### src/rtl/dice_game_ctrl.sv
// Two-die craps controller: free-running dice while roll is held, latch/display on release, come-out/point FSM.
// Optional point-phase roll limit enabled by defining DICE_ROLL_LIMIT_EN.
module dice_game_ctrl #(
    parameter int unsigned FACES           = 6,
    parameter int unsigned DISP_ACTIVE_LOW = 1,
    parameter int unsigned MAX_ROLLS       = 10
) (
    input  logic       clock,
    input  logic       reset,
    input  logic       roll,
    output logic [6:0] seg_disp1,
    output logic [6:0] seg_disp2,
    output logic       win_1,
    output logic       loss_1,
    output logic       point_valid,
    output logic [7:0] roll_count
);

    localparam int unsigned DW = 4;
    localparam int unsigned SW = 5;
    localparam int unsigned CW = 8;

    localparam logic [DW-1:0] FACE_MAX   = DW'(FACES);
    localparam logic [SW-1:0] SEVEN      = SW'(FACES + 1);
    localparam logic [SW-1:0] YO         = SW'(2 * FACES - 1);
    localparam logic [SW-1:0] BOX        = SW'(2 * FACES);
    localparam logic [CW-1:0] ROLL_LIMIT = CW'(MAX_ROLLS);
    localparam logic [6:0]    SEG_BLANK  = (DISP_ACTIVE_LOW != 0) ? 7'h7F : 7'h00;

    localparam logic [1:0] S_COMEOUT = 2'd0;
    localparam logic [1:0] S_POINT   = 2'd1;
    localparam logic [1:0] S_WIN     = 2'd2;
    localparam logic [1:0] S_LOSS    = 2'd3;

    logic [1:0]    state, state_d;
    logic [DW-1:0] d1, d2;
    logic          roll_q;
    logic [SW-1:0] point, point_d;
    logic [CW-1:0] count_d, count_inc;
    logic          win_d, loss_d, pv_d;
    logic          rel_c;
    logic [SW-1:0] sum_c;

`ifndef DICE_ROLL_LIMIT_EN
    logic unused_limit;
    assign unused_limit = ^ROLL_LIMIT;
`endif

    assign rel_c = roll_q && !roll;
    assign sum_c = SW'(d1) + SW'(d2);

    // Hex digit encoding in active-low form, inverted for active-high displays
    function automatic logic [6:0] seg_enc(input logic [DW-1:0] v);
        logic [6:0] code;
        case (v)
            4'h0:    code = 7'b1000000;
            4'h1:    code = 7'b1111001;
            4'h2:    code = 7'b0100100;
            4'h3:    code = 7'b0110000;
            4'h4:    code = 7'b0011001;
            4'h5:    code = 7'b0010010;
            4'h6:    code = 7'b0000010;
            4'h7:    code = 7'b1111000;
            4'h8:    code = 7'b0000000;
            4'h9:    code = 7'b0010000;
            4'hA:    code = 7'b0001000;
            4'hB:    code = 7'b0000011;
            4'hC:    code = 7'b1000110;
            4'hD:    code = 7'b0100001;
            4'hE:    code = 7'b0000110;
            default: code = 7'b0001110;
        endcase
        return (DISP_ACTIVE_LOW != 0) ? code : ~code;
    endfunction

    // Dice counters: d1 free-runs while roll is high, d2 steps on d1 wrap
    always_ff @(posedge clock or posedge reset) begin
        if (reset) begin
            d1     <= DW'(1);
            d2     <= DW'(1);
            roll_q <= 1'b0;
        end else begin
            roll_q <= roll;
            if (roll) begin
                if (d1 == FACE_MAX) begin
                    d1 <= DW'(1);
                    d2 <= (d2 == FACE_MAX) ? DW'(1) : d2 + DW'(1);
                end else begin
                    d1 <= d1 + DW'(1);
                end
            end
        end
    end

    // Display latches load on the release edge only
    always_ff @(posedge clock or posedge reset) begin
        if (reset) begin
            seg_disp1 <= SEG_BLANK;
            seg_disp2 <= SEG_BLANK;
        end else if (rel_c) begin
            seg_disp1 <= seg_enc(d1);
            seg_disp2 <= seg_enc(d2);
        end
    end

    // Game state and registered outputs
    always_ff @(posedge clock or posedge reset) begin
        if (reset) begin
            state       <= S_COMEOUT;
            point       <= '0;
            roll_count  <= '0;
            win_1       <= 1'b0;
            loss_1      <= 1'b0;
            point_valid <= 1'b0;
        end else begin
            state       <= state_d;
            point       <= point_d;
            roll_count  <= count_d;
            win_1       <= win_d;
            loss_1      <= loss_d;
            point_valid <= pv_d;
        end
    end

    always_comb begin
        state_d   = state;
        point_d   = point;
        count_d   = roll_count;
        win_d     = win_1;
        loss_d    = loss_1;
        pv_d      = point_valid;
        count_inc = (roll_count == 8'hFF) ? roll_count : roll_count + CW'(1);
        case (state)
            S_COMEOUT: begin
                if (rel_c) begin
                    if (sum_c == SEVEN || sum_c == YO) begin
                        state_d = S_WIN;
                        win_d   = 1'b1;
                    end else if (sum_c == SW'(2) || sum_c == SW'(3) || sum_c == BOX) begin
                        state_d = S_LOSS;
                        loss_d  = 1'b1;
                    end else begin
                        state_d = S_POINT;
                        point_d = sum_c;
                        count_d = '0;
                        pv_d    = 1'b1;
                    end
                end
            end
            S_POINT: begin
                // Point match is checked before seven-out so it wins on overlap
                if (rel_c) begin
                    if (sum_c == point) begin
                        state_d = S_WIN;
                        win_d   = 1'b1;
                        pv_d    = 1'b0;
                    end else if (sum_c == SEVEN) begin
                        state_d = S_LOSS;
                        loss_d  = 1'b1;
                        pv_d    = 1'b0;
                    end else begin
                        count_d = count_inc;
`ifdef DICE_ROLL_LIMIT_EN
                        if (count_inc == ROLL_LIMIT) begin
                            state_d = S_LOSS;
                            loss_d  = 1'b1;
                            pv_d    = 1'b0;
                        end
`endif
                    end
                end
            end
            S_WIN, S_LOSS: begin
                // The restarting press is also the new come-out roll
                if (roll) begin
                    state_d = S_COMEOUT;
                    win_d   = 1'b0;
                    loss_d  = 1'b0;
                    pv_d    = 1'b0;
                    count_d = '0;
                end
            end
            default: state_d = S_COMEOUT;
        endcase
    end

endmodule

### config.mk
export PLATFORM = sky130hd
export DESIGN_NAME = dice_game_ctrl
export DESIGN_NICKNAME = d
export VERILOG_FILES = /design/src/rtl/dice_game_ctrl.sv
export SDC_FILE = /design/constraint.sdc
export NUM_CORES = 1
export LEC_CHECK = 0
export CAP_MARGIN = 20
export CORE_ASPECT_RATIO = 0.7
export CORE_UTILIZATION = 57
export CTS_CLUSTER_DIAMETER = 120
export DETAILED_ROUTE_END_ITERATION = 8
export GPL_TIMING_DRIVEN = 0
export PLACE_DENSITY = 0.88
export SETUP_SLACK_MARGIN = 0.05
export SKIP_CTS_REPAIR_TIMING = 1
export SYNTH_ARGS = -nofsm -noshare
export SYNTH_HDL_FRONTEND = slang
export SYNTH_SLANG_ARGS = --single-unit
### constraint.sdc
create_clock -name clock -period 3.3 [get_ports clock]
set_input_delay 0.825 -clock clock [delete_from_list [all_inputs] [get_ports clock]]
set_output_delay 0.825 -clock clock [all_outputs]
set_load 0.005 [all_outputs]
# After elaboration in Yosys (flattened, before gate mapping)
# Memories as Yosys holds them, arrays and structs flattened. A register that Yosys moved wholly into a read port is not among the register bits.
# Index checks and enable logic that the tools add are counted.
totals:
  mem_bits_ro: 224
  out_inout_bits: 25
  in_bits: 3
  ff_bits: 27
  memories: 2
  wordCells: 95
mem_list:
  columns: ["name", "words", "width", "rd", "rd_clocked_by_memory_dff", "wr", "line_no", "text"]
  rows:
  - ["(no name shown)", 16, 7, 1, 1, 0, "55", "case (v)"]
  - ["(no name shown)", 16, 7, 1, 1, 0, "55", null]
classes:
  n_addsub: 4
  n_mux: 39
  reduce_logical: 14
  bitwise_logic: 2
  n_eq_ne: 25
op_table:
  columns: ["cell", "n"]
  rows:
  - ["$mux 8", 8]
  - ["$ne 2x2->1 const B", 12]
  - ["$pmux 8 s3", 1]
  - ["$mux 1", 17]
  - ["$mux 2", 7]
  - ["$eq 5x2->1 const B", 2]
  - ["$eq 5x4->1 const B", 2]
  - ["$pmux 1 s3", 3]
  - ["$add 4x1->4 const B", 2]
  - ["$add 8x1->8 const B", 1]
  - ["$eq 4x3->1 const B", 2]
  - ["$eq 8x8->1 const B", 1]
  - ["$mux 4", 2]
  - ["$reduce_and 4->1", 2]
  - ["$reduce_and 8->1", 1]
  - ["$reduce_and 7->1", 1]
  - ["$pmux 2 s3", 1]
  - ["$reduce_and 6->1", 1]
  - ["$add 4x4->5", 1]
  - ["$eq 5x3->1 const B", 1]
  - ["$eq 5x5->1", 1]
  - ["$reduce_and 5->1", 1]
  - ["$eq 2x2->1 const B", 2]
  - ["$logic_or 1x1->1", 3]
  - ["8 further kinds", 9]

# Depth between registers and ports, before layout
# Gate-level depths: netlist (run 1).
logic_depth:
  word_depth: 8
  depth_mapped: 9
  ltp_nobuf: 9

# Worst setup path before layout (run 1)
# No wires, ideal clock.
synth_timing:
  path_kind: "reg2reg"
  start: "register d2[0]"
  end: "register roll_count[7]"
  n_path_buf: 0
  synth_period_minus_slack_ns: 2.950
  setup_slack_ns: 0.350
  t_arrival_ns: 2.811
  required_ns: 3.161
  stages_incl_launch_ff: 10
  setup_ns: 0.139
  path_cell_list: "dfstp_2 -> ha_1 -> inv_1 -> fa_1 -> or2b_1 -> a21o_1 -> xnor2_1 -> o41a_1 -> and4b_1 -> or4_1"
synth_between:
  elab_chain_len: 6
  elab_cells_between_ends: 15
  classes_between: "add/sub: 1; eq/ne: 10; reduce/logical: 4"
synth_lines:
  columns: ["item", "line_no", "text"]
  rows:
  - ["from (decl)", "36", "logic [DW-1:0] d1, d2;"]
  - ["from (signal assigned)", "87", "d2 <= (d2 == FACE_MAX) ? DW'(1) : d2 + DW'(1);"]
  - ["$add 4x4->5 *", "50", "assign sum_c = SW'(d1) + SW'(d2);"]
  - ["$eq 5x2->1", "139", "end else if (sum_c == SW'(2) || sum_c == SW'(3) || sum_c == BOX) begin"]
  - ["$logic_or 1x1->1 (2 in a row)", "139", null]
  - ["$ne 2x2->1 (no line)", null, null]
  - ["$reduce_and 8->1 (no line) *", null, null]
  - ["to (signal assigned)", "118", "roll_count <= count_d;"]
  - ["to (decl)", "16", "output logic [7:0] roll_count"]
# Every way passes the cells marked *; elsewhere a longest branch is shown, timed or not.
# A chain may end at the register's enable or synchronous reset.

# Final worst setup path (run 1)
layout_timing:
  start: "register d1[0]"
  end: "register roll_count[7]"
layout_between:
  elab_chain_len: 6
  elab_cells_between_ends: 15
  classes_between: "add/sub: 1; eq/ne: 10; reduce/logical: 4"
layout_lines:
  columns: ["item", "line_no", "text"]
  rows:
  - ["from (decl)", "36", null]
  - ["from (signal assigned)", "89", "d1 <= d1 + DW'(1);"]
  - ["$add 4x4->5 *", "50", null]
  - ["$eq 5x2->1", "139", null]
  - ["$logic_or 1x1->1 (2 in a row)", "139", null]
  - ["$ne 2x2->1 (no line)", null, null]
  - ["$reduce_and 8->1 (no line) *", null, null]
# Marked as above.

==> impl_metrics.tcl, run 1 <==
set metrics [dict create \
    status "finished with violations" \
    failed_checks "design-rule violations" \
    routed_wl_microns 6570 \
    first_global_vias 2298 \
    antenna_found_initial 0 \
    numPortBuffers 27 \
    syn-num-nets 317 \
    clock_path_buffers 2 \
    hpwl_microns 4580 \
    relSlewSlack_pct 43.7 \
    yosysWarnings 0 \
    io_pins 28 \
    finalWorstSetupSlack_ps 122 \
    synth_ff_type "dfrtp_1" \
    die_x_microns 84.3 \
    fin_nets 356 \
    drive_gt1_share_pct 14.6 \
    dr.first_iter.drc_count 258 \
    critPathKind "flop to flop" \
    htree_levels 2 \
    peakVddDrop_mv 0.643 \
    synth_enable_flop_cells 0 \
    crit_fanout 7 \
    async_reset_ff_share_pct 100 \
    ant_nets 0 \
    area_delta_synth_final_pct 20.0 \
    place.gp.congestion 0.929 \
    cts_made_buffers 5 \
    min_period_ps 3180 \
    grt_max_degree 42 \
    clk_pin_slew_ps 90 \
    grt_use_total_pct 27.8 \
    post-place-ws_ps -85.8 \
    setup_viol 0 \
    antenna_cells 0 \
    max_freq_mhz 315 \
    cts.sinks 41 \
    p_leak_nw 1.34 \
    dieArea_sq_um 5030 \
    finalPower_mw 4.03 \
    timing_hold_violations_final 0 \
    fin_worst_skew_ps 13.6 \
    drc 2 \
    start_util_pct 60.7 \
    core_area_sq_um 4450 \
    worst_setup_path_start_kind "flop" \
    tightest_slew_ps 836 \
    powerDensity_nw_per_um2 1240 \
    final_max_slew_viol_count 0 \
    grt_pass1_wl_microns 10800 \
    synthCells 296 \
    synth_cell_types 48 \
    rows 20 \
    vias 2509 \
    routed_via_density 6.42 \
    synth.avg_cell_area_sq_um 9.14 \
    required_ps 3480 \
    wire_per_inst_microns 16.8 \
    max-cap-violations 0 \
    seq_area_frac_synth_pct 38.7 \
    syn_area_sq_um 2710 \
    cts_tree "done" \
    whs_ps 480 \
    gr-total-overflow 0 \
    clk_latency_ps 300 \
    rsz0062_at_grt "yes" \
    arrival_ps 3360 \
    hold_class "flop to flop" \
    finalCritPeriodShare_pct 96.3 \
    drt_first_pass_iters 9 \
    cts-root-buf "clkbuf_8" \
    cp-end-kind "flop" \
    synth-seq-cells 41 \
    die_h_microns 59.6 \
]
## flip-flops by register name (all words and copies together), names as in the netlist
signal and flops:
state 2, win_1 1, point 5, loss_1 1
d2 4, seg_disp2 7, point_valid 1, seg_disp1 7
d1 4, roll_count 8, roll_q 1
## cell usage in the layout (no fill, tap or decap), drive strengths merged, types with 3 or more instances in the layout
| cell type | instances |
|---|---|
| a211oi | 3 |
| a21o | 4 |
| a21oi | 16 |
| and3 | 6 |
| buf | 5 |
| clkbuf | 20 |
| clkdlybuf4s50 | 27 |
| dfrtp | 25 |
| dfstp | 16 |
| ha | 17 |
| inv | 17 |
| mux2 | 8 |
| mux2i | 5 |
| nand2 | 31 |
| nand3 | 15 |
| nor2 | 19 |
| nor2b | 5 |
| nor3 | 11 |
| o211ai | 13 |
| o21ai | 21 |
| o311ai | 6 |
| or4 | 6 |
| xnor2 | 5 |
## cell type report
class                   instances  area, sq um
multi-input cells             224         1590
fillers                       313         1210
flip-flops and latches         41         1050
repair buffers                 32          308
clock buffers                   6         82.6
well taps                      55         68.8
inverters                      17         63.8
plain buffers                  14         52.6
clock inverters                 2         37.5
## critical path: stages, from the launching register on
cell     delay (ps)
dfstp_2         650
ha_4            160
inv_1            50
fa_2            430
or2b_1          260
a21o_1          230
xnor2_2         190
o41a_1          480
and4b_1         210
or4_1           390
## kinds of logic (layout without fill, tap and decap cells)
logic type	count (synthesis)	count (layout)	synth area share, %
AND/OR/NAND/NOR	105	105	19.1
AO/OA/AOI/OAI	79	79	20.0
flip-flops	41	41	38.7
buffers and inverters	31	71	4.30
adder cells (fa/ha/maj)	18	18	8.60
multiplexers	14	14	6.01
XOR/XNOR	8	8	3.38
## synthesized netlist by cell type (2+ instances only)
cell type / instances / area, sq um
nand2_1: 31 / 116
dfrtp_1: 25 / 626
o21ai_0: 21 / 105
nor2_1: 19 / 71.3
ha_1: 17 / 213
inv_1: 17 / 63.8
a21oi_1: 16 / 80.1
dfstp_2: 16 / 420
nand3_1: 15 / 75.1
clkbuf_1: 14 / 52.6
o211ai_1: 13 / 97.6
nor3_1: 11 / 55.1
mux2_2: 8 / 90.1
and3_1: 6 / 37.5
o311ai_0: 6 / 52.6
or4_1: 6 / 45.0
mux2i_1: 5 / 50.1
nor2b_1: 5 / 31.3
xnor2_1: 5 / 43.8
a21o_1: 4 / 30.0
a211oi_1: 3 / 22.5
a31oi_1: 2 / 12.5
a32oi_1: 2 / 17.5
nand4_1: 2 / 12.5
nor4_1: 2 / 12.5
o221ai_1: 2 / 17.5
or2_2: 2 / 12.5
## worst paths after layout
check / from / to / slack, ps / cells after the start
worst max-delay path: d1[0]$_DFFE_PP1P_ / roll_count[7]$_DFFE_PP0P_ / 120 / 9
worst min-delay path: seg_disp1[4]$_DFFE_PP1P_ / seg_disp1[4]$_DFFE_PP1P_ / 480 / 2
worst max register to register: d1[0]$_DFFE_PP1P_ / roll_count[7]$_DFFE_PP0P_ / 120 / 9
worst min register to register: seg_disp1[4]$_DFFE_PP1P_ / seg_disp1[4]$_DFFE_PP1P_ / 480 / 2
max in group asynchronous: reset / d2[2]$_DFFE_PP0P_ / 1750 / 2
min in group asynchronous: reset / win_1$_DFFE_PP0P_ / 1000 / 2
## stage by stage
step | std cells | cell area (sq um) | utilization, % | setup TNS (ps)
detailed placement | 378 | 3040 | 68.3 | -126
finish | 391 | 3250 | 72.9 | 0
CTS | 386 | 3160 | 71.0 | -185
global route | 391 | 3250 | 72.9 | 0
global placement | 378 | 3040 | 68.3 | 0
floorplan | 296 | 2710 | - | 0
## per-layer routing
| metal | vias up | global-route usage (%) | share of wire [%] |
|---|---|---|---|
| met5 | - | 0 | 0 |
| met4 | 0 | 9.69 | 1.9 |
| met3 | 20 | 5.85 | 7.7 |
| met2 | 119 | 41.7 | 43 |
| met1 | 1205 | 40.5 | 47 |
| li1 | 1165 | - | - |
## power by group
| part | internal [mW] | switching [mW] | total, mW |
|---|---|---|---|
| logic | 1.13 | 1.43 | 2.56 |
| clock network | 0.246 | 0.187 | 0.433 |
| registers | 0.791 | 0.242 | 1.03 |
No activity file was read; power rests on OpenSTA's default activity.
==> run 2: changes to the inputs <==
- CORE_UTILIZATION: 57 -> 51
- PLACE_DENSITY: 0.88 -> 0.84
- clock period: 3.3 -> 2.7 ns (I/O delays scaled with it)
==> impl_metrics.tcl, run 2 (synthesis results as in run 1) <==
set metrics [dict create \
    status "finished with violations" \
    failed_checks "negative setup slack" \
    core_area_sq_um 4940 \
    crit_chain "ha_4, inv_2, fa_2, or2b_1, a21o_1, xnor2_2, o41a_1, and4b_1, or4_1" \
    max-cap-violations 0 \
    start_util_pct 54.8 \
    worst_setup_path_start_kind "flop" \
    first_global_vias 2252 \
    multi_input_area_sq_um 1710 \
    placed_cells 392 \
    layout_common_cells "nand2_1, clkdlybuf4s50_1, dfrtp_1, o21ai_0, nor2_1" \
    r2r_start "d1[0]$_DFFE_PP1P_" \
    critPathKind "flop to flop" \
    die_h_microns 62.9 \
    cp-end-kind "flop" \
    fin_worst_skew_ps 7.57 \
    rsz0062_at_grt "yes" \
    routed_via_density 6.23 \
    fin_util_pct 69.6 \
    final_max_slew_viol_count 0 \
    arrival_ps 3310 \
    post-place-ws_ps -551 \
    cts_tree "done" \
    hold_depth 2 \
    hold_class "flop to flop" \
    seq_area_sq_um 1050 \
    setup_viol 18 \
    finalCritPeriodShare_pct 116 \
    r2r-end "roll_count[7]$_DFFE_PP0P_" \
    clk_pin_slew_ps 80 \
    layout_commonest_cell "nand2_1" \
    drt_first_pass_iters 5 \
    cp_num_buf_inv 1 \
    ant_nets 0 \
    hpwl_microns 4600 \
    antenna_found_initial 0 \
    wire_per_inst_microns 17.5 \
    htree_levels 2 \
    grt_pass1_wl_microns 10900 \
    largest_registers "roll_count: 8 flops, seg_disp1: 7 flops, seg_disp2: 7 flops" \
    largest_reg_flops 8 \
    routed_wl_microns 7230 \
    min_period_ps 3130 \
    clk_latency_ps 300 \
    dr.first_iter.drc_count 287 \
    tightest_slew_ps 825 \
    hold_start "seg_disp1[5]$_DFFE_PP1P_" \
    cpLargestDelayFamily "simple AND/OR/NAND/NOR gates" \
    grt_max_degree 42 \
    numPortBuffers 27 \
    relSlewSlack_pct 44.9 \
    drive_gt1_share_pct 20.4 \
    finalWorstSetupSlack_ps -429 \
    io_pins 28 \
    slowest_delay_ps 630 \
    max_freq_mhz 320 \
    stdcell_count 412 \
    vias 2566 \
    clock_path_buffers 2 \
    ff2ff_path_depth 9 \
    fillers 373 \
    cts.sinks 41 \
    drc 0 \
    gr-total-overflow 0 \
    fin_nets 363 \
    place.gp.congestion 0.885 \
    critPathSlowestCell "dfstp_2" \
    holdPathEnd "seg_disp1[5]$_DFFE_PP1P_" \
    die_x_microns 89.0 \
    dieArea_sq_um 5600 \
    timing_hold_violations_final 0 \
    rows 21 \
    cts-root-buf "clkbuf_8" \
    area_delta_synth_final_pct 27.0 \
    cts_made_buffers 5 \
    crit_fanout 5 \
    top_register "roll_count" \
    required_ps 2880 \
    grt_use_total_pct 25.3 \
    reg2reg_slack_ps -430 \
    antenna_cells 0 \
]
## run 2: changes by cell type in the layout (fill, tap and decap cells not counted), sizes merged
| cell | delta |
|---|---|
| clkbuf | +1 |
| bufinv | -1 |
| clkinv | +1 |
| clkinvlp | -1 |
| buf | +7 |
## run 2: worst min-delay path, cell delays in order, from the launching register on
cell	delay (ps)
dfstp_2	370
nand2_1	40
o21ai_0	60
## run 2: how the worst max path moves through the flow
stage	endpoint	cells past startpoint	slack (ps)	startpoint
after floorplan	roll_count[7]$_DFFE_PP0P_	9	-180	d2[0]$_DFFE_PP1P_
after global placement	state[0]$_DFFE_PP0P_	9	-450	d1[0]$_DFFE_PP1P_
after detailed placement	state[0]$_DFFE_PP0P_	9	-550	d2[0]$_DFFE_PP1P_
after CTS	state[0]$_DFFE_PP0P_	9	-570	d2[0]$_DFFE_PP1P_
after global routing	roll_count[7]$_DFFE_PP0P_	9	-510	d1[0]$_DFFE_PP1P_
final	roll_count[7]$_DFFE_PP0P_	9	-430	d1[0]$_DFFE_PP1P_
## run 2: stage by stage
stage / setup TNS [ps] / area, sq um / hold slack, ps
6_report: -4860 / 3440 / 480
5_1_grt: -7000 / 3440 / 509
4_1_cts: -5560 / 3180 / 484
3_5_place_dp: -5340 / 3080 / 473
3_3_place_gp: -4140 / 3080 / 467
2_1_floorplan: -197 / 2730 / 467
## run 2: layer usage
| metal | up-vias | GRT usage (%) | part of all wire [%] | wire length (microns) |
|---|---|---|---|---|
| met2 | 120 | 35.9 | 47 | 3420 |
| met1 | 1254 | 38.1 | 44 | 3180 |
| met5 | - | 0 | 0 | 0 |
| li1 | 1178 | - | - | - |
| met4 | 0 | 8.53 | 1.5 | 112 |
| met3 | 14 | 5.15 | 7.1 | 510 |
## run 2: cell type report
class | count | area share (%)
buffer | 14 | 1.53
clock buffer | 7 | 2.80
clock inverter | 1 | 0.146
inverter | 17 | 1.86
multi-input combinational | 224 | 49.9
sequential | 41 | 30.4
tap | 69 | 2.51
timing repair buffer | 39 | 10.8
Power of run 2 is not shown: default switching activity piles up to over one toggle a cycle in this logic, so the estimate is an artifact.
